[src/rtl/drop_control.sv]
// Drop controller for a COLS x ROWS disc board: per-column height counters plus a
// request FSM that validates a column and sequences the 16 pixel plots of one disc.
module drop_control #(
    parameter int COLS = 7,
    parameter int ROWS = 6
) (
    input  logic       clk,
    input  logic       resetn,
    input  logic       go,
    input  logic [2:0] location,
    output logic [2:0] column,
    output logic [2:0] decoded_height,
    output logic [3:0] pixel_count,
    output logic       player,
    output logic       plot,
    output logic       busy,
    output logic       done,
    output logic       reject,
    output logic       board_full
);

    typedef enum logic [1:0] {IDLE, CHECK, DRAW, FINISH} state_t;

    state_t                  state_q, state_d;
    logic [COLS-1:0][2:0]    height_q, height_d;
    logic [2:0]              column_q, column_d;
    logic [2:0]              dheight_q, dheight_d;
    logic [3:0]              pix_q, pix_d;
    logic                    player_q, player_d;
    logic                    plot_q, plot_d;
    logic                    done_q, done_d;
    logic                    reject_q, reject_d;
    logic                    go_q, go_d;
    logic                    arm_q, arm_d;
    logic [2:0]              loc_h, col_h;
    logic                    go_rise, loc_bad, full;

    always_comb begin
        loc_h = '0;
        col_h = '0;
        full  = 1'b1;
        for (int i = 0; i < COLS; i++) begin
            if (location == 3'(i)) loc_h = height_q[i];
            if (column_q == 3'(i)) col_h = height_q[i];
            full = full & (height_q[i] == 3'(ROWS));
        end
    end

    // arm_q masks the first cycle after reset so a go already held high is not an edge
    assign go_rise = go & ~go_q & arm_q;
    assign loc_bad = (int'(location) >= COLS) || (loc_h == 3'(ROWS));

    always_comb begin
        state_d   = state_q;
        height_d  = height_q;
        column_d  = column_q;
        dheight_d = dheight_q;
        pix_d     = pix_q;
        player_d  = player_q;
        plot_d    = 1'b0;
        done_d    = 1'b0;
        reject_d  = 1'b0;
        go_d      = go;
        arm_d     = 1'b1;
        case (state_q)
            IDLE: if (go_rise) begin
                state_d  = CHECK;
                column_d = location;
                reject_d = loc_bad;
            end
            // reject_q already carries the verdict, so CHECK only steers
            CHECK: if (reject_q) begin
                state_d = IDLE;
            end else begin
                state_d   = DRAW;
                dheight_d = col_h;
                pix_d     = 4'd0;
                plot_d    = 1'b1;
            end
            DRAW: begin
                pix_d = pix_q + 4'd1;
                if (pix_q == 4'd15) begin
                    state_d = FINISH;
                    done_d  = 1'b1;
                end else begin
                    plot_d = 1'b1;
                end
            end
            FINISH: begin
                state_d  = IDLE;
                player_d = ~player_q;
                for (int i = 0; i < COLS; i++)
                    if (column_q == 3'(i) && height_q[i] != 3'(ROWS))
                        height_d[i] = height_q[i] + 3'd1;
            end
            default: state_d = IDLE;
        endcase
    end

    always_ff @(posedge clk or negedge resetn) begin
        if (!resetn) begin
            state_q   <= IDLE;
            height_q  <= '0;
            column_q  <= '0;
            dheight_q <= '0;
            pix_q     <= '0;
            player_q  <= 1'b0;
            plot_q    <= 1'b0;
            done_q    <= 1'b0;
            reject_q  <= 1'b0;
            go_q      <= 1'b0;
            arm_q     <= 1'b0;
        end else begin
            state_q   <= state_d;
            height_q  <= height_d;
            column_q  <= column_d;
            dheight_q <= dheight_d;
            pix_q     <= pix_d;
            player_q  <= player_d;
            plot_q    <= plot_d;
            done_q    <= done_d;
            reject_q  <= reject_d;
            go_q      <= go_d;
            arm_q     <= arm_d;
        end
    end

    assign column         = column_q;
    assign decoded_height = dheight_q;
    assign pixel_count    = pix_q;
    assign player         = player_q;
    assign plot           = plot_q;
    assign busy           = (state_q != IDLE);
    assign done           = done_q;
    assign reject         = reject_q;
    assign board_full     = full;

endmodule

[config.mk]
export PLATFORM = sky130hd
export DESIGN_NAME = drop_control
export DESIGN_NICKNAME = d
export VERILOG_FILES = /design/src/rtl/drop_control.sv
export SDC_FILE = /design/constraint.sdc
export NUM_CORES = 1
export LEC_CHECK = 0
export BUFFER_PORTS_ARGS = -buffer_cell sky130_fd_sc_hd__buf_2
export CORE_ASPECT_RATIO = 0.6
export CORE_MARGIN = 2
export CORE_UTILIZATION = 55
export DETAILED_ROUTE_END_ITERATION = 10
export GPL_TIMING_DRIVEN = 0
export PLACE_DENSITY = 0.77
export REMOVE_ABC_BUFFERS = 1
export SLEW_MARGIN = 10
export SYNTH_ARGS = -nofsm -noshare
export SYNTH_HDL_FRONTEND = slang
export SYNTH_SLANG_ARGS = --single-unit
[constraint.sdc]
create_clock -name clk -period 1.7 [get_ports clk]
set_clock_uncertainty 0.05 [all_clocks]
set_input_delay 0.085 -clock clk [delete_from_list [all_inputs] [get_ports clk]]
set_output_delay 0.085 -clock clk [all_outputs]
set_load 0.1 [all_outputs]
==> results.md <==
- Status: complete, but fails checks
- Failing checks: setup timing
- Setup ws final: -0.414 ns
- Vias per cell: 6.00
- # setup viols final: 1
- EDFF count, synth: 0
- FF-to-FF setup slack: 0.05 ns
- Post-synth top area share: a little over two fifths
- Final-report hold violation count: 0
- Ys flop type: dfrtp_1
- Mapped Area: between 0.002 and 0.0025 mm2
- Drt drc: 0
- Design area: 0.00266 mm2
- CTS buffer count: 5
- Initial Util: 59.3%
- Die ar.: 0.00462 mm2
- Most instantiated cells after synthesis: dfrtp_1, nand2_1, inv_1
- FP Rows: 17
- Core Region: 0.00379 mm2
- Setup TNS: -0.414 ns
- Via Count: approximately 1.9k
- Total GRT Usage: about a quarter
- Worst Path Arrival: just under 2 ns
- Post-DP HPWL: 3.51 mm
- Fin cells: 313
- PD cells: between 1500 and 2000 mW/mm2
- Most common cell in the synthesized netlist: dfrtp_1
- Fin. max-slew vios: 0
- First-pass GRT wire length: 8.16 mm
- Die Ht: 53.5 um
- Largest net degree at the start of global routing: 40
- Number of detailed-route iterations in the first pass: 4
- Area of placed instances: 0.00237 mm2
- Gpl congestion: 0.914
- Initial antenna violation count: 0
- Main area contributors after synthesis: dfrtp_1, ha_1, nand2_1
- Die W: 86.5 um
- Final hold slack: 0.0704 ns
- Fin nets: slightly below 300
- Yosys cell types: 46
- Setup CP Type: flip-flop to output port
- Worst-Margin Slew: 0.836 ns
- Vias in the first global route: 1604
- Remaining Overflow, GRT: 0
- CTS tree: built
- CTS root buffer: clkbuf_8
- Async SR Flop Fraction: 100%
- Port Buffer Count: 21
- Worst Setup Start Kind: flip-flop
- Syn-to-layout area delta: 18.3%
- Share of layout cells above drive strength 1: 20.7%
- Syn_area_per_cell: 9.55 um2
- Worst-path maximum fanout: 2
- Setup crit end kind: output port
- FMAX: between 0.4 and 0.5 GHz
- Ant diodes: 0
- Post-Syn Instances: between 200 and 250
- Fin crit period: 2.11 ns
- Clock Tree Buf Depth: 2
- Slew margin rel.: 44.2%
- CTS sink count: 39
- RSZ-0062 raised after global routing: true
- Initial DRC count: ~150
- VDD IR max: roughly 1200 uV
- YS warnings: 0
- H-tree levels: 2
- Routed len/inst: 16.1 um
- #FFs+latches synth: 39
- WP data required: 1.56 ns
- Fin crit share: 124%
- Clk pin slew, worst setup/hold paths: 0.08 ns
- Max-cap violations: 0
- DP Worst Slack: -0.453 ns
- Routed Antenna Nets: 0
- Seq/Total Area, Yosys: a little over two fifths
- Clk_lat worst skew: 0.30 ns
- Routed WL: just over 5 mm
- Leading area contributor after synthesis: dfrtp_1
- Static Leak: 0.00124 uW
- I/O Pins: 22
- Hold WC Path Type: input pin to flip-flop
- Inst Count DP: slightly below 300
## critical path, stage by stage (launching register included)
cell,delay [ns]
dfrtp_1,0.41
inv_2,0.09
ha_4,0.13
nand2_2,0.06
or4_4,0.56
nor4_4,0.18
buf_6,0.26
## area by class of cell
class	instances	area, um2
Clock buffer	6	72.6
Clock inverter	2	60.1
Fill cell	311	1130
Inverter	20	75.1
Multi-Input combinational cell	167	1210
Sequential cell	39	980
Tap cell	47	58.8
Timing Repair Buffer	32	201
## flip-flops by register name, indices dropped and copies added (netlist names), 3 cells and up, named ones only
| name | count |
|---|---|
| pixel_count | 4 |
| column | 3 |
| height_q | 21 |
| decoded_height | 3 |
## metal layers
metal	track usage, %	vias up	wire length, um
met1	38.1	914	2630
met3	5.15	14	289
met2	31.8	71	2040
met5	0	-	0
li1	-	879	-
met4	5.73	0	75
## metrics by stage
step,power [uW],util (%)
finish,5270,70.1
CTS,5170,69.1
global route,5560,70.1
global placement,4020,62.5
floorplan,3540,-
detailed placement,4070,62.5
## timing repair
action,4_1_cts,5_1_grt
pin swaps,2,2
resized for setup,13,10
hold buffers,2,0
endpoints found under the setup margin,15,10
hold endpoints to repair,40,0
buffers inserted,8,1
## cell usage in the layout, fill, tap and decap left out, types with 3 or more instances in the layout
cell type / instances
nand4_1: 6
clkbuf_8: 5
nor2_1: 9
mux2i_1: 5
xnor2_1: 11
buf_2: 19
a21oi_1: 8
dfrtp_1: 36
nand3_1: 9
o22ai_1: 3
xor2_1: 4
dfrtp_2: 3
nand3b_1: 6
nand2_1: 28
buf_4: 10
inv_1: 18
o21ai_0: 17
ha_1: 15
## path summary, 6_finish.rpt
path	start	end	depth (start not counted)
hold reg to reg	player	player	1
setup reg to reg	state_q[0]	height_q[10]	6
max in group asynchronous	resetn	column[1]	2
hold / removal	location[2]	column[2]	3
min in group asynchronous	resetn	height_q[20]	2
setup / recovery	height_q[0]	board_full	6
## kinds of logic after synthesis
logic type      Yosys count  share of synthesized area (%)
xor+xnor                 15                           5.86
other cells               1                          0.167
simple gates             78                           18.7
compound gates           48                           13.3
mux                       6                           2.73
fa+ha+maj                19                           10.6
flops                    39                           43.5
buf+inv                  29                           5.13
## power by group
part	internal, uW	total, uW	leakage [uW]	switching, uW
sequential	1250	1770	0.000505	524
combinational	783	2570	0.000665	1790
clock	587	932	0.0000654	345
total	2620	5270	0.00124	2650
Note: power is estimated with default switching activity, not from simulation.
